File: config.mk
export PLATFORM = sky130hd
export DESIGN_NAME = ctr
export DESIGN_NICKNAME = d
export VERILOG_FILES = /design/src/rtl/ctr.sv
export SDC_FILE = /design/constraint.sdc
export NUM_CORES = 1
export LEC_CHECK = 0
export BUFFER_PORTS_ARGS = -buffer_cell sky130_fd_sc_hd__buf_2
export CORE_ASPECT_RATIO = 2
export CORE_MARGIN = 1
export CORE_UTILIZATION = 35
export DETAILED_ROUTE_END_ITERATION = 8
export GPL_TIMING_DRIVEN = 1
export PLACE_DENSITY = 0.62
export SETUP_SLACK_MARGIN = 0.4
export SLEW_MARGIN = 10
export SYNTH_ARGS = -nofsm -noshare
export SYNTH_HDL_FRONTEND = slang
export SYNTH_SLANG_ARGS = --single-unit
File: constraint.sdc
create_clock -name clk_i -period 2.2 [get_ports clk_i]
set_clock_uncertainty 0.1 [all_clocks]
set_input_delay 0.22 -clock clk_i [delete_from_list [all_inputs] [get_ports clk_i]]
set_output_delay 0.22 -clock clk_i [all_outputs]
set_load 0.03 [all_outputs]
File: src/rtl/ctr.sv
// Control unit for the accumulator core: fetches 8-bit instructions over a
// req/ack memory port and sequences NOR/ADD/STA/JCC on the `dat` datapath.

`ifndef OP_WIDTH
`define OP_WIDTH 2
`endif
`ifndef OP_NOR
`define OP_NOR 2'b00
`endif
`ifndef OP_ADD
`define OP_ADD 2'b01
`endif
`ifndef OP_JCC
`define OP_JCC 2'b11
`endif
`ifndef CTR_CARRYMUX_WIDTH
`define CTR_CARRYMUX_WIDTH 2
`endif
`ifndef CARRY_OP_KEEP
`define CARRY_OP_KEEP 2'b00
`endif
`ifndef CARRY_OP_GEN
`define CARRY_OP_GEN 2'b01
`endif
`ifndef CARRY_OP_CLR
`define CARRY_OP_CLR 2'b10
`endif

// Memory handshake: mem_req_o is raised with mem_addr_o/mem_we_o and they are
// held unchanged until a cycle where mem_ack_i=1; that cycle completes exactly
// one access (ack may coincide with the first req cycle). Ack with req=0 is ignored.
module ctr #(
  parameter int                  DATA_WIDTH   = 8,
  parameter logic [DATA_WIDTH-3:0] RESET_VECTOR = '0
) (
  input  logic                           clk_i,
  input  logic                           rst_i,
  input  logic [DATA_WIDTH-1:0]          mem_data_i,
  input  logic                           mem_ack_i,
  output logic                           mem_req_o,
  output logic                           mem_we_o,
  output logic [DATA_WIDTH-3:0]          mem_addr_o,
  input  logic                           carry_i,
  output logic [`OP_WIDTH-1:0]           ctr_aluop_o,
  output logic [`CTR_CARRYMUX_WIDTH-1:0] ctr_carrymux_o,
  output logic                           ctr_a_reg_en_o,
  output logic [DATA_WIDTH-3:0]          pc_o,
  output logic                           halt_o
);

  localparam int ADDR_WIDTH = DATA_WIDTH - 2;

  typedef enum logic [2:0] {
    S_START   = 3'd0,
    S_FETCH   = 3'd1,
    S_EXEC_RD = 3'd2,
    S_STORE   = 3'd3,
    S_JUMP    = 3'd4,
    S_HALT    = 3'd5
  } state_t;

  state_t                state;
  logic [ADDR_WIDTH-1:0] pc;
  logic [DATA_WIDTH-1:0] ir;

  logic [1:0]            ir_op;
  logic [ADDR_WIDTH-1:0] ir_addr;
  logic [1:0]            fetch_op;
  logic [ADDR_WIDTH-1:0] pc_prev;

  assign ir_op    = ir[DATA_WIDTH-1:DATA_WIDTH-2];
  assign ir_addr  = ir[ADDR_WIDTH-1:0];
  assign fetch_op = mem_data_i[DATA_WIDTH-1:DATA_WIDTH-2];
  // PC has already advanced past the JCC, so PC-1 is the JCC's own address.
  assign pc_prev  = pc - 1'b1;

  always_ff @(posedge clk_i or posedge rst_i) begin
    if (rst_i) begin
      state <= S_START;
      pc    <= RESET_VECTOR;
      ir    <= '0;
    end else begin
      case (state)
        S_START: state <= S_FETCH;
        S_FETCH: begin
          if (mem_ack_i) begin
            ir <= mem_data_i;
            pc <= pc + 1'b1;
            case (fetch_op)
              2'b00, 2'b01: state <= S_EXEC_RD;
              2'b10:        state <= S_STORE;
              default:      state <= S_JUMP;
            endcase
          end
        end
        S_EXEC_RD, S_STORE: begin
          if (mem_ack_i) state <= S_FETCH;
        end
        S_JUMP: begin
          if (!carry_i) begin
            pc    <= ir_addr;
            state <= (ir_addr == pc_prev) ? S_HALT : S_FETCH;
          end else begin
            state <= S_FETCH;
          end
        end
        S_HALT:  state <= S_HALT;
        default: state <= S_START;
      endcase
    end
  end

  // Outputs decode straight from the state so reset takes effect immediately.
  always_comb begin
    mem_req_o      = 1'b0;
    mem_we_o       = 1'b0;
    mem_addr_o     = '0;
    ctr_aluop_o    = `OP_NOR;
    ctr_carrymux_o = `CARRY_OP_KEEP;
    ctr_a_reg_en_o = 1'b0;
    halt_o         = 1'b0;
    case (state)
      S_FETCH: begin
        mem_req_o  = 1'b1;
        mem_addr_o = pc;
      end
      S_EXEC_RD: begin
        mem_req_o      = 1'b1;
        mem_addr_o     = ir_addr;
        ctr_aluop_o    = (ir_op == 2'b01) ? `OP_ADD : `OP_NOR;
        ctr_a_reg_en_o = mem_ack_i;
        if (ir_op == 2'b01 && mem_ack_i) ctr_carrymux_o = `CARRY_OP_GEN;
      end
      S_STORE: begin
        mem_req_o  = 1'b1;
        mem_we_o   = 1'b1;
        mem_addr_o = ir_addr;
      end
      S_JUMP: begin
        ctr_aluop_o    = `OP_JCC;
        ctr_carrymux_o = `CARRY_OP_CLR;
      end
      S_HALT:  halt_o = 1'b1;
      default: ;
    endcase
  end

  assign pc_o = pc;

endmodule

# == Word level (Yosys, flattened, before mapping) ==
# Index checks and enable logic that the tools add are counted.
# totals
ff_bits,17
latch_bits,0
ram_bits,0
rom_bits,0
inputBits,12
out_inout_bits,20
word_cells,45
mem_count,0
# op_classes
n_addsub,2
multipliers,0
div_mod_pow,0
magnitude_cmp,0
n_eq_ne,12
shifts,0
mux,18
bitwise,0
reduce_logical,10
# ops
op,count
$pmux 6 s2,2
$pmux 3 s5,1
$mux 3,4
$mux 6,2
$pmux 2 s2,2
$add 6x1->6 const B,1
$eq 3x2->1 const B,2
$eq 3x3->1 const B,2
$eq 6x6->1,1
$mux 1,6
$pmux 3 s2,1
$sub 6x1->6 const B,1
$eq 2x1->1 const B,2
$ne 2x2->1 const B,2
$reduce_and 2->1,2
$reduce_or 2->1,2
$eq 3x1->1 const B,1
$logic_not 3->1,1
$reduce_and 3->1,1
$reduce_or 3->1,1
$eq 2x2->1 const B,1
$logic_not 2->1,1
$ne 2x1->1 const B,1
$reduce_bool 2->1,1
$logic_and 1x1->1,1

# == Depth between registers and ports, before layout ==
# Gate-level depths: netlist (run 1).
# depth
word_depth,5
mapped_depth,7
ltp_nobuf,6

# == Worst setup path before layout (run 1) ==
# OpenSTA, ideal clock, no wires.
# synth_path
kind,register to register
startpoint,"register pc[0], in the netlist pc_o[0]"
endpoint,register state[2]
setup_time_ns,0.104
arrival_ns,1.834
required_time_ns,1.996
path_slack_ns,0.163
path_stages_with_launch,8
n_path_buf,1
period_less_slack_ns,2.037
cell_sequence,dfrtp_1 clkbuf_1 inv_1 ha_1 o21ba_1 a221oi_1 a41oi_1 o41ai_2
# synth_between
elab_chain_cells,5
# synth_lines
item,line_no,rtl
start: declaration,63,logic [ADDR_WIDTH-1:0] pc;
start signal: assignment,88,pc <= pc + 1'b1;
start signal: assignment,101,pc <= ir_addr;
$sub 6x1->6,75,assign pc_prev = pc - 1'b1;
$eq 6x6->1,102,state <= (ir_addr == pc_prev) ? S_HALT : S_FETCH;
$mux 3,102,
$mux 3,100,if (!carry_i) begin
$pmux 3 s5,83,case (state)
end signal: assignment,102,
end: declaration,62,state_t state;
# Every way passes these cells.
# A chain may end at the register's enable or synchronous reset.

# == Worst setup path after layout (run 1) ==
# layout_path
startpoint,register state[2]
endpoint,output ctr_carrymux_o[0]
# layout_between
elab_chain_cells,2
word_cells_on_any_way,3
cone_classes,2 x eq/ne; 1 x mux
# layout_lines
item,line_no,rtl
$eq 3x3->1 / $eq 3x2->1 (equally long branches),122,case (state)
$pmux 2 s2 (*),122,
end: declaration,45,"output logic [`CTR_CARRYMUX_WIDTH-1:0] ctr_carrymux_o,"
# Mark *: on every way between the ends. The rest lies on a longest branch, timed or not.

==> impl_metrics.toml, run 1 <==
[timing]
tns_ns = 0
rsz0062_at_grt = "yes"
post-route-period-util = 0.831
worstMarginPinSlew_ns = 0.677
slew_viol_final = 0
fmax_ghz = 0.547
post-route-min-period_ns = 1.83
final-setup-viol-count = 0
hold_viol = 0
max_slew_margin = 0.548

[cts]
cts_tree = "done"
root_buffer = "clkbuf_8"
path_clk_slew_ns = 0.07
ctsLongestPathBuffers = 2
clk_latency_ns = 0.25
cts_made_buffers = 3
cts_max_level = 1
clock-sinks = 17

[setup_path]
rr_worst_depth = 5
crit_slowest_cell = "dfrtp_2"
timing.rr.end = "state[2]"
critPathRequiredTime_ns = 1.88
end_kind = "output pin"
start_kind = "flop"
max_stage_delay_ns = 0.47
path_max_fanout = 8
arrival_ns = 1.51
crit_chain = "nor2b_1 > and3_1 > and3b_1 > buf_2"
worst-path-buf-inv = 1
r2r_start = "state[1]"
r2r_slack_ns = 0.42
crit_family = "simple AND/OR/NAND/NOR gates"
path_class = "reg2out"

[finish]
syn_to_final_growth_pct = 26.6
mostFrequentLayoutCell = "buf_2"
seq_area_um2 = 432
layout_common_cells = "30 x buf_2, 29 x nand2_1, 13 x nor2_1"
drive_gt1_frac = 0.324
multiInputGateArea_um2 = 667
nNetsFinal = 194
fill_cells = 315
antenna_cells = 0
final_core_util = 0.465

[yosys]
async_flop_share = 1.00
yosysUniqueCellTypes = 40
yosysTopAreaCellShare = 0.367
ys_ff_latch = 17
postSynthAreaPerCell_um2 = 8.11
syn_area_um2 = 1160
yosysTopAreaCell = "dfrtp_1"
synthTopCellsByArea = "dfrtp_1 37%, nand2_1 9.4%, nor2_1 4.5%"
synth_ff_type = "dfrtp_1"
synth_edf_count = 0
ys_seq_area_frac = 0.367
synthCells = 143
syn-num-nets = 157
ys_warn_count = 0

[floorplan]
die_height_um = 83.4
core_area_um2 = 3160
num_io_pins = 32
initial_utilization = 0.367
die_area_um2 = 3560
die_x_um = 42.7
rows = 29

[power]
ir_worst_vdd_uv = 1120
powerDensity_nw_per_um2 = 1760
p_leak_nw = 0.736

[worst_hold_path]
hold_path_class = "in2reg"
holdCritStartpoint = "mem_data_i[0]"
hold_depth = 3
holdPathEnd = "ir[0]"

[detailed_routing]
drcViolationCount = 0
antenna_left = 0
wl_per_cell_um = 15.4
dr.first_iter.drc_count = 50
vias = 1171
firstDrtPassIters = 4
drt-total-wl_um = 3230
viasPerCell = 5.58

[run_status]
outcome = "finished clean"

[global_route]
grt_usage = 0.184
grt_pass1_wl_um = 5100
grt_pass1_vias = 1094
grt_max_degree = 18
grt-ovfl-total = 0
antenna_found_initial = 0

[placement]
place_hpwl_um = 2300
io_buffers = 31
finalWeightedCongestion = 0.862

[run]
maxCapViolCount = 0
==> routing by layer <==
layer | wire length (µm) | track usage | up-vias
li1 | - | - | 568
met1 | 1260 | 0.206 | 564
met2 | 1780 | 0.342 | 33
met3 | 127 | 0.0239 | 6
met4 | 63 | 0.0511 | 0
met5 | 0 | 0 | -
==> what timing repair did <==
item,4_1_cts,5_1_grt
gates cloned,0,0
endpoints found under the setup margin,12,6
hold endpoints to repair,17,0
hold buffers,1,0
resized for setup,3,3
buffers inserted,6,4
==> logic make-up (layout without fill, tap and decap cells) <==
logic type | after synthesis | in the layout | share of synthesized area
mux | 1 | 1 | 0.00971
buf+inv | 17 | 53 | 0.0626
flops | 17 | 17 | 0.367
compound gates | 27 | 27 | 0.161
fa+ha+maj | 2 | 2 | 0.0216
xor+xnor | 8 | 8 | 0.0604
simple gates | 71 | 71 | 0.318
==> worst max-delay path by stage <==
stage               startpoint                 to  slack (ns)  depth (start not counted)
CTS                    pc_o[1]           state[2]        0.42                          6
finish                state[2]  ctr_carrymux_o[0]        0.37                          4
global route          state[2]  ctr_carrymux_o[0]        0.30                          4
floorplan              pc_o[1]           state[2]        0.41                          6
global placement      state[1]            pc_o[5]        0.43                          4
detailed placement    state[1]            pc_o[5]        0.33                          4
==> area by class of cell <==
class	count	share of cell area
Multi-Input combinational cell	109	0.454
Inverter	5	0.0128
Clock buffer	4	0.0307
Timing Repair Buffer	44	0.182
Sequential cell	17	0.294
Tap cell	31	0.0264
==> stage by stage <==
stage	hold WS (ns)	std cells	instance area, µm²	power (W)	worst slack (ns)
after floorplan	0.0460	143	1170	0.00182	0.413
after global placement	0.245	195	1320	0.00214	0.427
after detailed placement	0.258	195	1320	0.00216	0.326
after CTS	0.0517	206	1440	0.00251	0.415
after global routing	0.0583	210	1470	0.00276	0.298
final	0.0526	210	1470	0.00258	0.372
==> sequential cells by signal (all words and copies together), names as in the netlist <==
| name | flops |
|---|---|
| ir | 8 |
| pc_o | 6 |
| state | 3 |
==> worst register-to-register path: cells and delay by family, from the launching register on <==
kind            cells  cell delay [ns]
simple gates        3             0.58
flops               1             0.46
compound gates      1             0.37
buf+inv             1             0.16
==> synthesized netlist by cell type, types with 4 or more instances <==
cell / count
xnor2_1: 4
buf_2: 4
nor2_1: 14
inv_1: 5
xor2_1: 4
nor3_1: 4
clkbuf_1: 6
nand3_1: 4
a21oi_1: 10
dfrtp_1: 17
nand3b_1: 4
nand2_1: 29
==> power by group <==
group	total, W	leakage [nW]	switching (W)	internal, W
Sequential	0.000737	0.200	0.000268	0.000469
Clock	0.000244	0.0228	0.000115	0.000129
Combinational	0.00160	0.513	0.000956	0.000647
Total	0.00258	0.736	0.00134	0.00124
Note: power is estimated with default switching activity, not from simulation.
==> run 2, diff against run 1 <==
==> constraint.sdc (replaced) <==
create_clock -name clk_i -period 1.9 [get_ports clk_i]
set_clock_uncertainty 0.1 [all_clocks]
set_input_delay 0.19 -clock clk_i [delete_from_list [all_inputs] [get_ports clk_i]]
set_output_delay 0.19 -clock clk_i [all_outputs]
set_load 0.03 [all_outputs]
==> impl_metrics.toml, run 2 (synthesized netlist as in run 1, its figures left out) <==
[detailed_routing]
dr.first_iter.drc_count = 27
firstDrtPassIters = 4
viasPerCell = 5.38
antenna_left = 0
drt-total-wl_um = 3610
wl_per_cell_um = 15.7
drcViolationCount = 0
vias = 1233

[worst_hold_path]
holdCritStartpoint = "mem_data_i[3]"
holdPathEnd = "ir[3]"
hold_depth = 3
hold_path_class = "in2reg"

[global_route]
antenna_found_initial = 0
grt-ovfl-total = 0
grt_pass1_vias = 1319
grt_pass1_wl_um = 5960
grt_usage = 0.218
grt_max_degree = 18

[timing]
post-route-period-util = 0.871
fmax_ghz = 0.604
rsz0062_at_grt = "yes"
slew_viol_final = 0
post-route-min-period_ns = 1.65
max_slew_margin = 0.550
tns_ns = 0
worstMarginPinSlew_ns = 0.674
final-setup-viol-count = 0
hold_viol = 0
postLayoutSetupSlackWorst_ns = 0.245

[setup_path]
max_stage_delay_ns = 0.43
crit_slowest_cell = "dfrtp_2"
arrival_ns = 1.36
rr_worst_depth = 5
cp-startpoint = "state[1]"
critPathRequiredTime_ns = 1.61
path_max_fanout = 4
r2r_slack_ns = 0.26
r2r_start = "state[2]"
timing.rr.end = "pc_o[4]"
end_kind = "output pin"
path_class = "reg2out"
start_kind = "flop"
crit_chain = "nor2b_2 > and3_4 > and3b_2 > buf_6"

[finish]
drive_gt1_frac = 0.561
nNetsFinal = 213
antenna_cells = 0
layout_common_cells = "28 x nand2_1, 24 x buf_6, 20 x buf_4"
largest_register_ff_count = 8
syn_to_final_growth_pct = 65.0
mostFrequentLayoutCell = "nand2_1"
largest_register = "ir"

[placement]
dp_slack_ns = 0.161
finalWeightedCongestion = 0.787
place_hpwl_um = 2370
io_buffers = 31

[cts]
cts_max_level = 1
ctsLongestPathBuffers = 2
cts_made_buffers = 3
clk_latency_ns = 0.25
clock-sinks = 17
cts_tree = "done"
root_buffer = "clkbuf_8"
path_clk_slew_ns = 0.06

[floorplan]
core_area_um2 = 3160
num_io_pins = 32
die_height_um = 83.4
rows = 29
initial_utilization = 0.367
die_area_um2 = 3560
die_x_um = 42.7

[power]
p_leak_nw = 0.873
ir_worst_vdd_uv = 974
powerDensity_nw_per_um2 = 2040

[run_status]
outcome = "finished clean"

[run]
maxCapViolCount = 0
run 2: cell count changes in the layout (fill, tap and decap cells not counted), moves of 4 or more:
cell,previous run,this run
a21oi_2,0,4
nor2_1,13,6
buf_6,0,24
nor2_4,0,4
buf_2,30,18
a21oi_1,10,4
buf_4,10,20
run 2: layout make-up:
cell class                      count  area, µm²
Fill cell                         271       1240
Timing Repair Buffer               63        520
Tap cell                           31       38.8
Clock buffer                        4       45.0
Multi-Input combinational cell    109        858
Inverter                            5       18.8
Sequential cell                    17        433
run 2: metrics by stage:
step	cells	hold WS, ns	total power (W)	area, µm²	utilization
final	229	0.0252	0.00391	1910	0.606
after global routing	229	0.0219	0.00416	1910	0.606
after floorplan	143	0.0159	0.00226	1240	-
after CTS	223	0.0241	0.00355	1780	0.562
after global placement	200	0.215	0.00265	1420	0.449
after detailed placement	200	0.221	0.00268	1420	0.449
run 2: critical path, delay by kind of cell (launching register included):
family	cells	cell delay [ns]
and+or+nand+nor	3	0.54
DFF	1	0.43
buffers and inverters	1	0.14
run 2: timing repair:
action,CTS,global route
pin swaps,11,11
endpoints found under the setup margin,21,30
setup buffers,18,6
endpoints found under the hold margin,17,0
gates resized for setup,48,25
hold buffers,1,0
run 2: report_power, final:
part           total (W)  switching (W)  internal, W  leakage (nW)
Sequential      0.000848       0.000303     0.000545         0.199
Combinational    0.00279        0.00146      0.00133         0.651
Clock           0.000273       0.000124     0.000149        0.0228
Total            0.00391        0.00189      0.00203         0.873
run 2: how the worst max path moves through the flow:
stage                   endpoint  slack, ns  cells past startpoint
4_1_cts        ctr_carrymux_o[0]       0.25                      4
5_1_grt        ctr_carrymux_o[0]       0.21                      4
3_3_place_gp            state[2]       0.15                      5
6_report       ctr_carrymux_o[0]       0.25                      4
2_1_floorplan           state[2]       0.16                      7
3_5_place_dp            state[2]       0.16                      6
run 2: layer usage:
metal | up-vias | share of wire | GRT usage
met3 | 9 | 0.026 | 0.0174
met2 | 28 | 0.57 | 0.408
met1 | 593 | 0.37 | 0.224
li1 | 603 | - | -
met4 | 0 | 0.034 | 0.116
met5 | - | 0 | 0
==> run 3, diff against run 2 <==
--- a/config.mk
+++ b/config.mk
@@ -11,6 +11,7 @@
 export CORE_UTILIZATION = 35
 export DETAILED_ROUTE_END_ITERATION = 8
 export GPL_TIMING_DRIVEN = 1
+export HOLD_SLACK_MARGIN = 0.05
 export PLACE_DENSITY = 0.62
 export SETUP_SLACK_MARGIN = 0.4
 export SLEW_MARGIN = 10
==> impl_metrics.toml, run 3 (synthesized netlist as in run 1, its figures left out) <==
[detailed_routing]
antenna_left = 0
drcViolationCount = 0
vias = 1240
firstDrtPassIters = 6
dr.first_iter.drc_count = 26
drt-total-wl_um = 3620
wl_per_cell_um = 15.4
viasPerCell = 5.28

[timing]
hold_viol = 0
slew_viol_final = 0
post-route-min-period_ns = 1.65
final-setup-viol-count = 0
rsz0062_at_grt = "yes"
tns_ns = 0
max_slew_margin = 0.549
worstMarginPinSlew_ns = 0.676
post-route-period-util = 0.871
fmax_ghz = 0.604

[finish]
drive_gt1_frac = 0.549
largest_register_ff_count = 8
nNetsFinal = 219
final_cells = 235
seq_area_um2 = 433
layout_common_cells = "27 x nand2_1, 24 x buf_6, 20 x buf_4"
syn_to_final_growth_pct = 70.4
antenna_cells = 0
final_area_um2 = 1980
fill_cells = 268
mostFrequentLayoutCell = "nand2_1"
largest_register = "ir"
final_core_util = 0.626
multiInputGateArea_um2 = 861

[setup_path]
critPathRequiredTime_ns = 1.61
r2r_slack_ns = 0.26
crit_slowest_cell = "dfrtp_2"
end_kind = "output pin"
path_class = "reg2out"
max_stage_delay_ns = 0.43
start_kind = "flop"
arrival_ns = 1.36
path_max_fanout = 4
crit_chain = "nor2b_2 > and3_4 > and3b_2 > buf_6"

[placement]
numPlacedInstances = 200
io_buffers = 31
dpl_cell_area_um2 = 1420
place_hpwl_um = 2370
finalWeightedCongestion = 0.787

[floorplan]
die_x_um = 42.7
die_height_um = 83.4
num_io_pins = 32
initial_utilization = 0.367
rows = 29
core_area_um2 = 3160
die_area_um2 = 3560

[global_route]
grt_pass1_wl_um = 6040
grt_pass1_vias = 1332
antenna_found_initial = 0
grt-ovfl-total = 0
grt_max_degree = 18
grt_usage = 0.221

[cts]
clock-sinks = 17
clk_latency_ns = 0.25
cts_max_level = 1
cts_made_buffers = 3
path_clk_slew_ns = 0.07
root_buffer = "clkbuf_8"
cts_tree = "done"
ctsLongestPathBuffers = 2

[power]
ir_worst_vdd_uv = 977
powerDensity_nw_per_um2 = 1980
p_leak_nw = 0.899

[worst_hold_path]
hold_path_class = "in2reg"

[run_status]
outcome = "finished clean"

[run]
maxCapViolCount = 0
[run 3: layer usage]
layer | GRT usage | part of all wire | vias up
met2 | 0.408 | 0.57 | 24
met5 | 0 | 0 | -
met1 | 0.232 | 0.37 | 592
li1 | - | - | 615
met4 | 0.116 | 0.033 | 0
met3 | 0.0174 | 0.024 | 9
[run 3: power breakdown]
group / total, W / leakage (nW) / switching [W] / internal [W]
sequential: 0.000848 / 0.199 / 0.000303 / 0.000545
combinational: 0.00280 / 0.677 / 0.00146 / 0.00134
clock: 0.000274 / 0.0228 / 0.000125 / 0.000149
[run 3: timing repair]
| item | CTS | global route |
|---|---|---|
| resized for setup | 48 | 26 |
| hold buffers | 7 | 0 |
| setup buffers | 18 | 6 |
| hold endpoints to repair | 23 | 0 |
| setup endpoints to repair | 21 | 30 |
| pin swaps | 11 | 11 |
[run 3: cell type report]
type                       count  area share
sequential                    17       0.219
timing repair buffer          69       0.294
tap                           31      0.0196
inverter                       5     0.00949
clock buffer                   4      0.0228
multi-input combinational    109       0.435
[run 3: path summary, 6_finish.rpt]
| path | startpoint | endpoint | depth (start not counted) |
|---|---|---|---|
| max | state[1] | ctr_carrymux_o[0] | 4 |
| min | mem_data_i[7] | ir[7] | 3 |
| max reg2reg | state[2] | pc_o[4] | 5 |
| min reg2reg | ir[7] | ir[7] | 2 |
| max in group asynchronous | rst_i | state[2] | 3 |
| min in group asynchronous | rst_i | ir[0] | 3 |
[run 3: through the flow]
step / hold slack (ns) / power [W] / setup slack [ns]
5_1_grt: 0.103 / 0.00417 / 0.210
2_1_floorplan: 0.0159 / 0.00226 / 0.160
6_report: 0.0797 / 0.00392 / 0.245
3_3_place_gp: 0.215 / 0.00265 / 0.149
3_5_place_dp: 0.221 / 0.00268 / 0.161
4_1_cts: 0.0818 / 0.00356 / 0.250
[run 3: worst max-delay path: cells and delay by family (launching register included)]
kind	cells	cell delay, ns
buf+inv	1	0.14
flops	1	0.43
simple gates	3	0.54
